<file path="config.mk">
export PLATFORM = sky130hd
export DESIGN_NAME = tap_ir_dr_core
export DESIGN_NICKNAME = d
export VERILOG_FILES = /design/src/rtl/tap_ir_dr_core.sv
export SDC_FILE = /design/constraint.sdc
export NUM_CORES = 1
export LEC_CHECK = 0
export BUFFER_PORTS_ARGS = -buffer_cell sky130_fd_sc_hd__buf_2
export CORE_MARGIN = 3
export CORE_UTILIZATION = 50
export DETAILED_ROUTE_END_ITERATION = 16
export HOLD_SLACK_MARGIN = 0.05
export PLACE_DENSITY = 0.81
export SLEW_MARGIN = 10
export SYNTH_ARGS = -nofsm -noshare
export SYNTH_HDL_FRONTEND = slang
export SYNTH_SLANG_ARGS = --single-unit
export TNS_END_PERCENT = 1
</file>
<file path="constraint.sdc">
create_clock -name GCLK_Pad -period 2.5 [get_ports GCLK_Pad]
set_input_delay 0.125 -clock GCLK_Pad [delete_from_list [all_inputs] [get_ports GCLK_Pad]]
set_output_delay 0.125 -clock GCLK_Pad [all_outputs]
set_load 0.03 [all_outputs]
</file>
<file path="src/rtl/tap_ir_dr_core.sv">
// IR and DR stage behind a JTAG TAP controller: 4-bit IR, BYPASS, IDCODE and
// USER data registers, driven by the controller's 4-bit state code.
module tap_ir_dr_core #(
  parameter int unsigned        IR_W       = 4,
  parameter logic [IR_W-1:0]    IR_CAPTURE = IR_W'(4'b0101),
  parameter logic [31:0]        IDCODE_VAL = 32'h0A5C_0001,
  parameter int unsigned        USER_W     = 8,
  parameter logic [IR_W-1:0]    OP_IDCODE  = IR_W'(4'b0001),
  parameter logic [IR_W-1:0]    OP_USER    = IR_W'(4'b0010),
  parameter logic [IR_W-1:0]    OP_BYPASS  = IR_W'(4'b1111)
) (
  input  logic              GCLK_Pad,
  input  logic              TRST_Pad,
  input  logic [3:0]        state_obs,
  input  logic              TDI_Pad,
  output logic              TDO_Pad,
  output logic              tdo_en,
  output logic [IR_W-1:0]   ir_q,
  output logic [USER_W-1:0] user_q,
  output logic              user_upd
);

  localparam logic [3:0] S_TLR   = 4'hF;
  localparam logic [3:0] S_CAPDR = 4'h6;
  localparam logic [3:0] S_SHDR  = 4'h2;
  localparam logic [3:0] S_UPDDR = 4'h5;
  localparam logic [3:0] S_CAPIR = 4'hE;
  localparam logic [3:0] S_SHIR  = 4'hA;
  localparam logic [3:0] S_UPDIR = 4'hD;

  logic [IR_W-1:0]   r_ir_q;
  logic [IR_W-1:0]   r_ir_sh;
  logic              r_bypass;
  logic [31:0]       r_id_sh;
  logic [USER_W-1:0] r_usr_sh;
  logic [USER_W-1:0] r_user_q;
  logic              r_user_upd;
  logic              w_sel_id;
  logic              w_sel_usr;
  logic              w_sel_byp;
  logic              w_tdo;
  logic              w_shift;

  // OP_BYPASS and every undefined opcode fall through to the bypass register.
  assign w_sel_id  = (r_ir_q == OP_IDCODE);
  assign w_sel_usr = (r_ir_q == OP_USER);
  assign w_sel_byp = !w_sel_id && !w_sel_usr;

  // Instruction register: capture/shift stage plus the updated instruction.
  always_ff @(posedge GCLK_Pad or negedge TRST_Pad) begin
    if (!TRST_Pad) begin
      r_ir_q  <= OP_IDCODE;
      r_ir_sh <= '0;
    end else begin
      case (state_obs)
        S_TLR:   r_ir_q  <= OP_IDCODE;
        S_CAPIR: r_ir_sh <= IR_CAPTURE;
        S_SHIR:  r_ir_sh <= {TDI_Pad, r_ir_sh[IR_W-1:1]};
        S_UPDIR: r_ir_q  <= r_ir_sh;
        default: ;
      endcase
    end
  end

  // Data registers: only the register selected by the current IR acts.
  always_ff @(posedge GCLK_Pad or negedge TRST_Pad) begin
    if (!TRST_Pad) begin
      r_bypass   <= 1'b0;
      r_id_sh    <= '0;
      r_usr_sh   <= '0;
      r_user_q   <= '0;
      r_user_upd <= 1'b0;
    end else begin
      r_user_upd <= 1'b0;
      case (state_obs)
        S_CAPDR: begin
          if (w_sel_byp) r_bypass <= 1'b0;
          if (w_sel_id)  r_id_sh  <= IDCODE_VAL;
          if (w_sel_usr) r_usr_sh <= r_user_q;
        end
        S_SHDR: begin
          if (w_sel_byp) r_bypass <= TDI_Pad;
          if (w_sel_id)  r_id_sh  <= {TDI_Pad, r_id_sh[31:1]};
          if (w_sel_usr) r_usr_sh <= {TDI_Pad, r_usr_sh[USER_W-1:1]};
        end
        S_UPDDR: begin
          if (w_sel_usr) begin
            r_user_q   <= r_usr_sh;
            r_user_upd <= 1'b1;
          end
        end
        default: ;
      endcase
    end
  end

  // Serial output mux; forced low while reset is held.
  always_comb begin
    w_tdo   = 1'b0;
    w_shift = 1'b0;
    case (state_obs)
      S_SHIR: begin
        w_tdo   = r_ir_sh[0];
        w_shift = 1'b1;
      end
      S_SHDR: begin
        w_shift = 1'b1;
        if (w_sel_id)       w_tdo = r_id_sh[0];
        else if (w_sel_usr) w_tdo = r_usr_sh[0];
        else                w_tdo = r_bypass;
      end
      default: ;
    endcase
  end

  assign TDO_Pad  = w_tdo & TRST_Pad;
  assign tdo_en   = w_shift & TRST_Pad;
  assign ir_q     = r_ir_q;
  assign user_q   = r_user_q;
  assign user_upd = r_user_upd;

endmodule

</file>
# ---- Word-level counts from Yosys, hierarchy flattened
# Cells that the tools add are included.
dict set report totals {
  regBits 58
  wordCells 52
  out_inout_bits 15
  in_bits 7
}
dict set report classes {
  reduce_logical 11
  bitwise_logic 2
  n_mux 17
  n_eq_ne 15
}
# op count
set ops {}
lappend ops {{$mux W32} 2}
lappend ops {{$pmux W32 S2} 1}
lappend ops {{$eq A4 B4 Y1 const B} 4}
lappend ops {{$mux W8} 2}
lappend ops {{$pmux W4 S2} 2}
lappend ops {{$pmux W8 S2} 1}
lappend ops {{$ne A2 B2 Y1 const B} 6}
lappend ops {{$reduce_and A3 Y1} 3}
lappend ops {{$eq A4 B2 Y1 const B} 2}
lappend ops {{$eq A4 B3 Y1 const B} 2}
lappend ops {{$mux W1} 7}
lappend ops {{$reduce_bool A2 Y1} 3}
lappend ops {{$eq A4 B1 Y1 const B} 1}
lappend ops {{$pmux W1 S2} 2}
lappend ops {{$and A1 B1 Y1} 2}
lappend ops {{$logic_not A1 Y1} 2}
lappend ops {{$reduce_and A2 Y1} 1}
lappend ops {{$reduce_or A2 Y1} 1}
lappend ops {{$logic_and A1 B1 Y1} 1}

# ---- Logic depth before layout (Yosys ltp)
# Gate-level depths: netlist (run 1).
dict set report logic_depth {
  ltp_word 5
  depth_mapped 6
  mapped_depth_nobuf 4
}

# ---- Worst setup path after synthesis (run 1)
# OpenSTA, ideal clock, no wires.
dict set report synth_timing {
  path_kind {reg2reg}
  start {register r_ir_q[3], in the netlist ir_q[3]}
  end {register r_user_q[0], in the netlist user_q[0]}
  setup_ps 125
  required_ps 2375
  path_buffers 1
  path_stages_with_launch 5
  setup_slack_ps 370
  arrival_ps 2004
  synth_period_minus_slack_ps 2130
  cell_sequence {dfrtp_1 > or4b_1 > or4_1 > buf_6 > mux2_4}
}
dict set report synth_between {
  elab_chain_len 2
}
# element line_no
set synth_lines {}
lappend synth_lines {{start, declared} 31} ;# logic [IR_W-1:0] r_ir_q;
lappend synth_lines {{start signal, assigned} 59} ;# S_UPDIR: r_ir_q <= r_ir_sh;
lappend synth_lines {{$eq A4 B2 Y1} 46} ;# assign w_sel_usr = (r_ir_q == OP_USER);
lappend synth_lines {{$reduce_and A2 Y1 (no source line)} n/a}
lappend synth_lines {{end signal, assigned} 88} ;# r_user_q <= r_usr_sh;
lappend synth_lines {{end, declared} 36} ;# logic [USER_W-1:0] r_user_q;
# No other way between the ends.
# A chain may end at the register's enable or synchronous reset.

# ---- Worst setup path after layout (run 1)
dict set report layout_timing {
  start {register r_ir_q[3], in the netlist ir_q[3]}
  end {register r_user_q[4], in the netlist user_q[4]}
}
# The elaborated chain is that of the path after synthesis.

==> results.txt, run 1 <==
Fillers: 435
layout cell share with drive strength beyond 1: 0.1758
RSZ-0062 raised after global routing: false
Max clock buf depth: 2
CTS Sinks: 58
crit path kind: reg -> reg
post-route cell area: 2858 um2
Setup Fix Bufs, Post-CTS: 0
per-cell routed wire length: 13.21 um
initial antenna violation count: 0
Combinational Power Share: 0.108
CTS-repair resized insts: 0
Placed Area: 2650 um2
clock skew: 0.005408 ns
Core Box Area: 4786 um2
leakage power: 0.001363 uW
die area: 5909 um2
IR drop worst, VDD: 0.4869 mV
DIE WIDTH: 76.87 um
Area Overhead vs Synth: 13.80%
crit path time final: 2.254 ns
WL final: 4.490 mm
io pins: 22
total CTS buffers: 9
Critical Path Fanout Max: 9
Post-synth EDFFs: 0
fraction of the cycle the final worst path needs: 0.9017
Worst Hold Class: in -> reg
Detailed Place HPWL: 2.689 mm
routed vias/inst: 5.118
internal power: 1662 uW
Net Sw Power: 569.0 uW
Commonest cells post-synth: dfrtp_1 (57), nand2_1 (53), o21ai_0 (46)
YS warnings: 0
Initial Util: 0.5247
grt total ovfl: 0
maxcap violations: 0
clock root buffer: clkbuf_8
DRC viols: 0
setup tns final: 0 ns
height of the die: 76.87 um
initial DRC count: 135
Row Count: 25
top cells by area, synth: dfrtp_1 (57%), o21ai_0 (9.2%), nand2_1 (7.9%), nand2b_1 (7.2%), mux2_4 (4.8%)
CTS tree: built
cells after synthesis: 247
GRT Util Overall: 0.1751
H-Tree Depth: 3
critical path arrival: 2.47 ns
CTS clock-pin slew for the worst setup and hold paths: 0.06 ns
Post-CTS Hold Buffers: 1
post-synth top area share: 0.5680
count of state elements after synthesis: 58
sequential power share: 0.506
Main synth FF type: dfrtp_1
# diodes: 0
Final #Nets: 275
outcome: finished clean
final hold violation count: 0
register area share after synthesis: 0.5785
DR vias: 1,740
netlist area before placement: 2511 um2
count of input and output buffers: 21
element type at the critical path end: register
vias in the first global route: 1,743
clock power share: 0.386
global-route wire length before repair: 8.155 mm
most frequent cell after synthesis: dfrtp_1
Fmax: 443.6 MHz
syn_area_per_cell: 10.17 um2
placer congestion estimate: 0.7420
Worst-Margin Slew: 0.7201 ns
asr flop ratio synth: 1.000
Slew Viols, Final: 0
library cells used by synthesis: 27
Slew headroom: 0.5200
fin util: 0.5971
later-pin clock latency in the skew report: 0.33 ns
cell taking the most area after synthesis: dfrtp_1
largest net degree at the start of global routing: 65
critical path launch point type: register
Switching Fraction: 0.2550
drt pass-1 iters: 4
Final Setup Violations: 0
Crit path required time: 2.71 ns
Post-Syn Nets: 254
Pwr per Cell Area: 780.8 nW/um2
ANT nets after route: 0
final cells by class:
cell class              instances  area (um2)  area share
clock buffers                  14       162.7     0.05692
flip-flops and latches         58        1453      0.5083
repair buffers                 25       137.6     0.04816
clock inverters                 2       35.03     0.01226
inverters                       2       7.507    0.002627
well taps                      67       83.83     0.02933
multi-input cells             172       978.4      0.3424
routing by layer:
metal | routed length (um) | global-route usage | vias up | share of wire
met5 | 0 | 0 | - | 0
met4 | 100 | 0.07065 | 0 | 0.022
met1 | 2117 | 0.2282 | 838 | 0.47
met3 | 178 | 0.05869 | 12 | 0.040
li1 | - | - | 861 | -
met2 | 2093 | 0.2692 | 29 | 0.47
path summary, 6_finish.rpt:
| kind | cells after the start | slack, ns | start | end |
|---|---|---|---|---|
| worst min-delay path | 3 | 0.11 | state_obs[1] | ir_q[0] |
| worst max-delay path | 3 | 0.25 | ir_q[3] | user_q[4] |
| min in group asynchronous | 3 | 0.51 | TRST_Pad | r_id_sh[5] |
| worst min register to register | 2 | 0.48 | r_id_sh[7] | r_id_sh[7] |
| worst max register to register | 3 | 0.25 | ir_q[3] | user_q[4] |
| max in group asynchronous | 3 | 1.50 | TRST_Pad | r_id_sh[10] |
worst max-delay path, stage by stage (launching register included):
cell and delay (ns):
dfrtp_1 0.42, or4b_1 0.55, or4_1 0.77, mux2_4 0.40
flip-flops by register name, summed over array words and instances (netlist names):
name,flops
r_id_sh,32
user_upd,1
ir_q,4
r_ir_sh,4
r_bypass,1
user_q,8
r_usr_sh,8
cells by family (layout without fill, tap and decap cells):
group           count (synthesis)  in the layout  synth area share
mux                            16             16           0.08022
compound gates                 53             53            0.1101
simple gates                  103            103            0.1993
flops                          58             58            0.5785
buf+inv                        17             43           0.03189
power groups by stage:
stage / registers (uW) / logic [uW] / clock network (uW)
finish: 1130 / 241 / 861
global route: 1150 / 284 / 930
CTS: 1130 / 245 / 874
detailed placement: 1140 / 241 / 0
global placement: 1140 / 231 / 0
floorplan: 1150 / 155 / 0
metrics by stage:
stage          hold WS, ns  instances  setup WS (ns)  total power [uW]
5_1_grt             0.1279        340         0.1732              2359
2_1_floorplan      -0.1706        247         0.3704              1301
3_5_place_dp        0.3552        323         0.2656              1384
6_report            0.1115        340         0.2458              2231
4_1_cts             0.1019        340         0.2538              2248
3_3_place_gp        0.3545        323         0.2886              1368
cell usage in the layout (no fill, tap or decap), drive strengths merged:
cell	n
nor3	1
and3b	1
nand2b	29
bufinv	1
dfstp	1
dfrtp	57
nand3	1
a21boi	1
dlygate4sd3	1
buf	24
nor2	11
clkbuf	14
or3b	2
a21oi	2
a211o	1
inv	2
or4	1
mux2i	7
o221ai	1
nand2	53
mux2	9
or4b	2
clkinv	1
nand4b	1
nor2b	1
o21ai	48
Note: power is estimated with default switching activity, not from simulation.
==> run 2, diff against run 1 <==
--- a/config.mk
+++ b/config.mk
@@ -6,6 +6,7 @@
 export NUM_CORES = 1
 export LEC_CHECK = 0
 export BUFFER_PORTS_ARGS = -buffer_cell sky130_fd_sc_hd__buf_2
+export CORE_ASPECT_RATIO = 1.25
 export CORE_MARGIN = 3
 export CORE_UTILIZATION = 50
 export DETAILED_ROUTE_END_ITERATION = 16
==> results.txt, run 2 (same netlist as run 1, synthesis figures left out) <==
outcome: finished clean
Core Box Area: 4800 um2
leakage power: 0.001358 uW
Final Setup Violations: 0
fraction of the cycle the final worst path needs: 0.9045
Worst-Margin Slew: 0.7104 ns
Worst Hold Class: in -> reg
largest register by flop count: r_id_sh
crit path time final: 2.261 ns
most common cell after layout, fill and taps aside: dfrtp_1
Pwr per Cell Area: 771.7 nW/um2
element type at the critical path end: register
count of input and output buffers: 21
Switching Fraction: 0.2566
critical path arrival: 2.47 ns
Placed Area: 2641 um2
Combinational Power Share: 0.108
H-Tree Depth: 3
CTS tree: built
Fmax: 442.2 MHz
crit path kind: reg -> reg
later-pin clock latency in the skew report: 0.32 ns
clock skew: 0.004000 ns
WL final: 4.346 mm
IR drop worst, VDD: 0.5375 mV
internal power: 1627 uW
Critical Path Fanout Max: 9
# diodes: 0
Fillers: 398
placer congestion estimate: 0.7551
Slew Viols, Final: 0
DIE WIDTH: 69.39 um
Max clock buf depth: 2
sequential power share: 0.516
clock root buffer: clkbuf_8
Initial Util: 0.5232
reg2reg path depth: 3
Slew headroom: 0.5264
Net Sw Power: 561.7 uW
CTS Sinks: 58
Area Overhead vs Synth: 12.95%
most frequent cells in the layout: dfrtp_1 (57), nand2_1 (53), o21ai_0 (46)
RSZ-0062 raised after global routing: false
hold_ws: 0.1180 ns
per-cell routed wire length: 13.09 um
post-route cell area: 2836 um2
maxcap violations: 0
Setup Fix Bufs, Post-CTS: 0
GRT Util Overall: 0.1673
Final #Nets: 275
initial DRC count: 101
CTS-repair resized insts: 0
global-route wire length before repair: 7.803 mm
height of the die: 85.24 um
DR vias: 1,717
ANT nets after route: 0
hold path cells: 3
final hold violation count: 0
routed vias/inst: 5.172
drt pass-1 iters: 4
vias in the first global route: 1,704
clock power share: 0.375
initial antenna violation count: 0
Crit path required time: 2.71 ns
grt total ovfl: 0
largest net degree at the start of global routing: 65
max reg flops: 32
die area: 5914 um2
Row Count: 28
CTS clock-pin slew for the worst setup and hold paths: 0.06 ns
layout cell share with drive strength beyond 1: 0.1765
DRC viols: 0
setup tns final: 0 ns
Detailed Place HPWL: 2.652 mm
total CTS buffers: 9
critical path launch point type: register
Post-CTS Hold Buffers: 1
io pins: 22
fin util: 0.5910
## run 2: final timing paths
path                               from          end  slack [ns]
setup / recovery                ir_q[3]    user_q[7]        0.24
hold / removal             state_obs[1]      ir_q[0]        0.12
max in group asynchronous      TRST_Pad    user_q[3]        1.52
hold reg to reg             r_id_sh[28]  r_id_sh[28]        0.48
setup reg to reg                ir_q[3]    user_q[7]        0.24
min in group asynchronous      TRST_Pad   r_id_sh[3]        0.50
## run 2: routing by layer
metal,track usage,vias to the layer above,wire length [um],part of all wire
li1,-,861,-,-
met5,0,-,0,0
met2,0.2535,33,2025,0.47
met3,0.04739,6,189,0.043
met4,0.08526,0,85,0.020
met1,0.2206,817,2045,0.47
## run 2: area by class of cell
| type | instances | area [um2] | area share |
|---|---|---|---|
| multi-input combinational | 172 | 978.4 | 0.3449 |
| clock buffer | 12 | 145.1 | 0.05117 |
| sequential | 58 | 1453 | 0.5121 |
| tap | 60 | 75.07 | 0.02647 |
| inverter | 2 | 7.507 | 0.002647 |
| clock inverter | 3 | 40.04 | 0.01412 |
| timing repair buffer | 25 | 137.6 | 0.04852 |
## run 2: power by group through the flow
stage / Clock [uW] / Combinational, uW / Sequential [uW]
2_1_floorplan: 0 / 155 / 1150
3_3_place_gp: 0 / 230 / 1140
3_5_place_dp: 0 / 238 / 1140
4_1_cts: 847 / 241 / 1130
5_1_grt: 894 / 275 / 1140
6_report: 822 / 237 / 1130
## run 2: metrics by stage
step           total power, uW  instances  worst slack [ns]
6_report                  2189        332            0.2388
5_1_grt                   2312        332            0.1668
4_1_cts                   2218        332            0.2394
3_3_place_gp              1367        316            0.2885
3_5_place_dp              1382        316            0.2501
2_1_floorplan             1301        247            0.3704
## run 2: critical path: stages, from the launching register on
cell and delay (ns):
dfrtp_1 0.43, or4b_1 0.57, or4_1 0.76, mux2_4 0.39
